File: config.mk
export PLATFORM = sky130hd
export DESIGN_NAME = wino_atza_stream
export DESIGN_NICKNAME = d
export VERILOG_FILES = /design/src/rtl/wino_pkg.sv /design/src/rtl/wino_row_a.sv /design/src/rtl/wino_atza_stream.sv
export SDC_FILE = /design/constraint.sdc
export NUM_CORES = 1
export LEC_CHECK = 0
export CAP_MARGIN = 30
export CORE_UTILIZATION = 44
export DETAILED_ROUTE_END_ITERATION = 7
export PLACE_DENSITY_LB_ADDON = 0.3
export SYNTH_ARGS = -nofsm -noshare
export SYNTH_HDL_FRONTEND = slang
export SYNTH_SLANG_ARGS = --single-unit
File: constraint.sdc
create_clock -name clk -period 3.1 [get_ports clk]
set_clock_uncertainty 0.1 [all_clocks]
set_input_delay 0.62 -clock clk [delete_from_list [all_inputs] [get_ports clk]]
set_output_delay 0.62 -clock clk [all_outputs]
set_load 0.02 [all_outputs]
File: src/rtl/wino_pkg.sv
// Shared constants and types for the Winograd F(2x2,3x3) output-transform stream.
package wino_pkg;

  localparam int unsigned WINO_ROWS = 4;
  localparam int unsigned WINO_OUT  = 2;

  typedef logic [1:0] row_idx_t;

  // Nine-term sums need four guard bits over the input width.
  function automatic int unsigned wino_min_out_w(input int unsigned data_w);
    return data_w + 4;
  endfunction

endpackage

File: src/rtl/wino_row_a.sv
// Combinational row transform Z[r]·A: a = z0+z1+z2, b = z1-z2-z3 at the widened output width.
module wino_row_a #(
  parameter int unsigned DATA_W = 20,
  parameter int unsigned OUT_W  = 24
) (
  input  logic [DATA_W-1:0] din0_i,
  input  logic [DATA_W-1:0] din1_i,
  input  logic [DATA_W-1:0] din2_i,
  input  logic [DATA_W-1:0] din3_i,
  output logic [OUT_W-1:0]  a_o,
  output logic [OUT_W-1:0]  b_o
);

  logic signed [OUT_W-1:0] z0, z1, z2, z3;

  assign z0 = OUT_W'($signed(din0_i));
  assign z1 = OUT_W'($signed(din1_i));
  assign z2 = OUT_W'($signed(din2_i));
  assign z3 = OUT_W'($signed(din3_i));

  assign a_o = z0 + z1 + z2;
  assign b_o = z1 - z2 - z3;

endmodule

File: src/rtl/wino_atza_stream.sv
// Streaming Winograd output transform: four row beats of Z in, one 2x2 tile Y = AT·Z·A out.
module wino_atza_stream
  import wino_pkg::*;
#(
  parameter int unsigned DATA_W = 20,
  parameter int unsigned OUT_W  = wino_min_out_w(DATA_W)
) (
  input  logic              clk,
  input  logic              rst_n,
  input  logic              clear,
  input  logic              in_valid,
  output logic              in_ready,
  input  logic [DATA_W-1:0] din0,
  input  logic [DATA_W-1:0] din1,
  input  logic [DATA_W-1:0] din2,
  input  logic [DATA_W-1:0] din3,
  output logic              out_valid,
  input  logic              out_ready,
  output logic [OUT_W-1:0]  dout0,
  output logic [OUT_W-1:0]  dout1,
  output logic [OUT_W-1:0]  dout2,
  output logic [OUT_W-1:0]  dout3
);

  localparam row_idx_t LastRow = row_idx_t'(WINO_ROWS - 1);

  row_idx_t                row_q, row_d;
  logic signed [OUT_W-1:0] acc0_q [WINO_OUT];
  logic signed [OUT_W-1:0] acc0_d [WINO_OUT];
  logic signed [OUT_W-1:0] acc1_q [WINO_OUT];
  logic signed [OUT_W-1:0] acc1_d [WINO_OUT];
  logic signed [OUT_W-1:0] out_q  [4];
  logic signed [OUT_W-1:0] out_d  [4];
  logic                    out_valid_q, out_valid_d;
  logic signed [OUT_W-1:0] a, b;
  logic                    accept;

  wino_row_a #(
    .DATA_W(DATA_W),
    .OUT_W (OUT_W)
  ) u_row_a (
    .din0_i(din0),
    .din1_i(din1),
    .din2_i(din2),
    .din3_i(din3),
    .a_o   (a),
    .b_o   (b)
  );

  // Only the tile-completing beat needs a free output slot.
  assign in_ready = (row_q != LastRow) | ~out_valid_q | out_ready;
  assign accept   = in_valid & in_ready;

  always_comb begin
    row_d       = row_q;
    acc0_d      = acc0_q;
    acc1_d      = acc1_q;
    out_d       = out_q;
    out_valid_d = out_valid_q;

    if (out_valid_q && out_ready) begin
      out_valid_d = 1'b0;
    end

    if (clear) begin
      row_d       = '0;
      out_valid_d = 1'b0;
      for (int i = 0; i < WINO_OUT; i++) begin
        acc0_d[i] = '0;
        acc1_d[i] = '0;
      end
    end else if (accept) begin
      row_d = row_q + row_idx_t'(1);
      case (row_q)
        2'd0: begin
          acc0_d[0] = a;
          acc0_d[1] = b;
          acc1_d[0] = '0;
          acc1_d[1] = '0;
        end
        2'd1: begin
          acc0_d[0] = acc0_q[0] + a;
          acc0_d[1] = acc0_q[1] + b;
          acc1_d[0] = acc1_q[0] + a;
          acc1_d[1] = acc1_q[1] + b;
        end
        2'd2: begin
          acc0_d[0] = acc0_q[0] + a;
          acc0_d[1] = acc0_q[1] + b;
          acc1_d[0] = acc1_q[0] - a;
          acc1_d[1] = acc1_q[1] - b;
        end
        default: begin
          acc1_d[0]   = acc1_q[0] - a;
          acc1_d[1]   = acc1_q[1] - b;
          out_d[0]    = acc0_q[0];
          out_d[1]    = acc0_q[1];
          out_d[2]    = acc1_q[0] - a;
          out_d[3]    = acc1_q[1] - b;
          out_valid_d = 1'b1;
        end
      endcase
    end
  end

  always_ff @(posedge clk or negedge rst_n) begin
    if (!rst_n) begin
      row_q       <= '0;
      out_valid_q <= 1'b0;
      for (int i = 0; i < WINO_OUT; i++) begin
        acc0_q[i] <= '0;
        acc1_q[i] <= '0;
      end
      for (int i = 0; i < 4; i++) begin
        out_q[i] <= '0;
      end
    end else begin
      row_q       <= row_d;
      out_valid_q <= out_valid_d;
      acc0_q      <= acc0_d;
      acc1_q      <= acc1_d;
      out_q       <= out_d;
    end
  end

  assign out_valid = out_valid_q;
  assign dout0     = out_q[0];
  assign dout1     = out_q[1];
  assign dout2     = out_q[2];
  assign dout3     = out_q[3];

endmodule

==> metrics.md <==
| Metric | Value |
|---|---|
| Maximum root-to-sink buffer count | `2` |
| Share of the clock period used by the worst path | `1.608` |
| Syn Std Cell Area | `0.01756 sq mm` |
| Area Overhead vs Synth | `72.71%` |
| Unrepaired setup endpoints after global routing | `true` |
| Most used routing layer in global routing | `met2` |
| Placed wire-length estimate after detailed placement | `45.56 mm` |
| Gpl congestion | `0.9078` |
| Maximum operating frequency | `200.6 MHz` |
| Delay-heaviest family, CP | `compound AO/OA/AOI/OAI gates` |
| Data required time of the critical path | `3.39 ns` |
| Violations in the final reports | `setup timing` |
| Maximum number of pins on one net before global-route repair | `68` |
| Pwr per Cell Area | `963.9 mW/mm^2` |
| Clock slew seen by the registers of the worst setup and hold paths | `0.08 ns` |
| Number of buffers inserted by port buffering | `182` |
| Worst voltage drop across the vdd grid | `0.5832 mV` |
| Core outline area | `0.03901 sq mm` |
| CP max stage delay | `0.60 ns` |
| Wire length of the first global-routing pass | `102.3 mm` |
| Tightest Hold Check Type | `in2async` |
| Total via count in the routed design | `19250` |
| Clock tree from TritonCTS | `yes` |
| Status | `finished, violations left` |
| Wirelength per Cell | `20.47 microns` |
| Final wirelength | `68.61 mm` |
| Global Route Usage Sum | `0.3151` |
| Worst setup timing slack at the placement stage | `-2.871 ns` |
| Logic depth of the worst register-to-register path | `11` |
| Number of different library cells in the post-synthesis netlist | `73` |
| Count of final max-slew check failures | `0` |
| Final global-route overflow total | `0` |
| Overall die area | `0.04072 sq mm` |
| Finished Layout Cells | `3352` |
| GR Util met2 | `0.5522` |
| Largest fanout of any net on the critical path | `3` |
| Slew at the pin closest to its max-slew limit | `0.8538 ns` |
| Standard-cell row count | `72` |
| Initial Utilization | `0.4503` |
| Number of enable flip-flop cells after synthesis | `0` |
| Capture point of the worst reg-to-reg path | `acc1_q[23]` |
| Insertion delay of the later-clocked pin in the worst-skew pair | `0.48 ns` |
| Syn nets | `2327` |
| Proportion of synthesized flip-flops having asynchronous set or reset | `1.000` |
| Commonest non-fill, non-tap cell in the layout | `sky130_fd_sc_hd__buf_4` |
| Cell leakage power | `13.97 nW` |
| Signal arrival time at the worst endpoint | `5.28 ns` |
| Post-route DRC | `0` |
| Clock sink count | `195` |
| Number of hold buffers added after cts | `0` |
| Remaining number of nets flagged by the antenna check after routing | `0` |
| Fraction of layout cells with a size suffix above 1 | `0.5042` |
| Met3 usage in global routing | `0.03338` |
| Post-Place Cells | `3211` |
| Number of antenna violations at the first check in global routing | `0` |
| Flip-flop and latch count after synthesis | `195` |
| Setup violations, final | `125` |
| Kind of capture point of the worst setup path | `flop` |
| Clock buffers created by TritonCTS | `17` |
| Clock root buffer | `sky130_fd_sc_hd__clkbuf_16` |
| Met1 global-route usage | `0.3987` |
| Post-detailed-route via-to-cell ratio | `5.741` |
| Fraction of the yosys area taken by sequential cells | `0.2778` |
| Commonest non-fill, non-tap cells in the layout | `sky130_fd_sc_hd__buf_4 (584), sky130_fd_sc_hd__dfrtp_1 (195), sky130_fd_sc_hd__nor2_1 (139)` |
| Element type at the critical path start | `primary input` |
| Nets@finish | `3155` |
| Worst slew margin | `0.4287` |
| Type of the setup path with the least slack | `in2reg` |
| Primary FF master, synth | `sky130_fd_sc_hd__dfrtp_1` |
| Hold Fails Final Rpt | `0` |
| Setup slack of the most critical reg-to-reg path | `-0.16 ns` |
| Combined buffer and inverter count along the critical path | `6` |
| Clock period minus worst slack | `4.986 ns` |
| Die height | `201.8 microns` |
| Count of max-cap constraint violations | `0` |
| Mean instance size in the synthesized netlist | `8.804 sq um` |
| Width of the chip | `201.8 microns` |
| Slowest cell on the critical path | `sky130_fd_sc_hd__fa_2` |
| CTS H-tree depth | `4` |
| Number of instances in the synthesized netlist | `1995` |
| Number of global-route vias before repair | `19930` |
| Most frequent cell on the critical path | `sky130_fd_sc_hd__buf_4` |
| Start of the worst register-to-register path | `acc1_q[3]` |
| Drt first pass iters | `5` |
| Total inserted antenna cells | `0` |
| Post-route setup slack | `-1.886 ns` |
| Initial detailed-routing violation count | `1230` |
| Ys Warns | `0` |
| Number of I/O pins | `183` |
==> how the worst max path moves through the flow <==
stage | slack (ns) | cells after the start | from | to
4_1_cts | -1.81 | 25 | din1[2] | acc0_q[39]
3_5_place_dp | -2.87 | 23 | din2[0] | acc1_q[21]
6_report | -1.89 | 25 | din0[6] | acc0_q[47]
3_3_place_gp | -2.84 | 23 | din2[0] | acc1_q[23]
2_1_floorplan | -1.86 | 21 | din1[8] | acc1_q[23]
5_1_grt | -2.09 | 26 | din1[2] | acc0_q[47]
==> stage by stage <==
stage                     cell area, sq um  setup TNS, ns  utilization  hold WS, ns  total power, mW
final                                30340        -145.29       0.7777     0.009264            29.24
after global routing                 30340        -162.08       0.7777      0.04225            30.71
after CTS                            28640        -139.89       0.7343      0.03540            26.01
after detailed placement             25200        -272.19       0.6459       0.3701            20.34
after global placement               25190        -259.63       0.6457       0.3625            19.91
after floorplan                      18570        -119.79            -       0.2244            12.79
==> synth_stat cells, drive strengths merged, types with 5 or more instances <==
library cell	n	area, sq um
mux2	61	686.9
o21a	19	142.6
xnor2	101	884.6
nor4	9	62.56
or3	13	81.33
a21o	55	412.9
or2	7	43.79
a221o	12	121.4
a22oi	6	45.04
nand2b	27	168.9
and2	7	43.79
nand3	23	115.1
buf	15	62.56
fa	47	940.9
nand2	120	450.4
nor2b	20	125.1
inv	157	589.3
o21bai	28	210.2
nor2	168	630.6
ha	200	2502
nor3	41	205.2
o211ai	21	157.7
o31ai	14	105.1
clkbuf	68	255.2
mux2i	8	80.08
a31o	5	43.79
xor2	46	402.9
a221oi	15	148.9
a31oi	21	158.9
a211oi	45	342.8
a2111oi	5	57.56
o22ai	10	62.56
nand4	8	50.05
o221ai	17	148.9
a21oi	173	880.8
dfrtp	195	4880
o21ai	152	760.7
==> routing by layer <==
metal,wire [microns],share of wire
met1,27980,0.41
met2,34710,0.51
met3,3617,0.053
met4,2297,0.033
met5,0,0
==> kinds of logic after synthesis <==
group / after synthesis / synth area share
compound gates: 637 / 0.2374
xor+xnor: 147 / 0.07330
fa+ha+maj: 247 / 0.1960
buf+inv: 240 / 0.05165
flops: 195 / 0.2778
mux: 69 / 0.04367
simple gates: 460 / 0.1202
==> layout make-up <==
| type | instances | area, sq um |
|---|---|---|
| Timing Repair Buffer | 892 | 7635 |
| Clock inverter | 9 | 95.09 |
| Tap cell | 518 | 648.1 |
| Fill cell | 2355 | 8672 |
| Inverter | 157 | 639.4 |
| Clock buffer | 21 | 470.5 |
| Multi-Input combinational cell | 1560 | 15970 |
| Sequential cell | 195 | 4880 |
==> timing repair <==
action                     4_1_cts  5_1_grt
pin swaps                      305      271
setup endpoints to repair      137      129
resized for setup              566      320
setup buffers                  103       68
==> power breakdown <==
part | internal, mW | switching [mW] | total, mW
clock | 1.18 | 1.10 | 2.28
combinational | 12.0 | 11.3 | 23.3
sequential | 3.12 | 0.564 | 3.69
==> worst reg2reg max path: cells and delay by family, from the launching register on <==
family | cells | cell delay [ns]
AOI/OAI and AO/OA | 7 | 1.70
xor gates and xnor gates | 1 | 0.16
adders and majority gates | 1 | 0.32
DFF | 1 | 0.43
and+or+nand+nor | 2 | 0.44
==> registers in the layout, summed over array words and instances, names as in the netlist <==
register   cells
dout3         24
row_q          2
dout0         24
dout2         24
acc1_q        48
out_valid      1
dout1         24
acc0_q        48
Power figures use the tool's default switching activity.
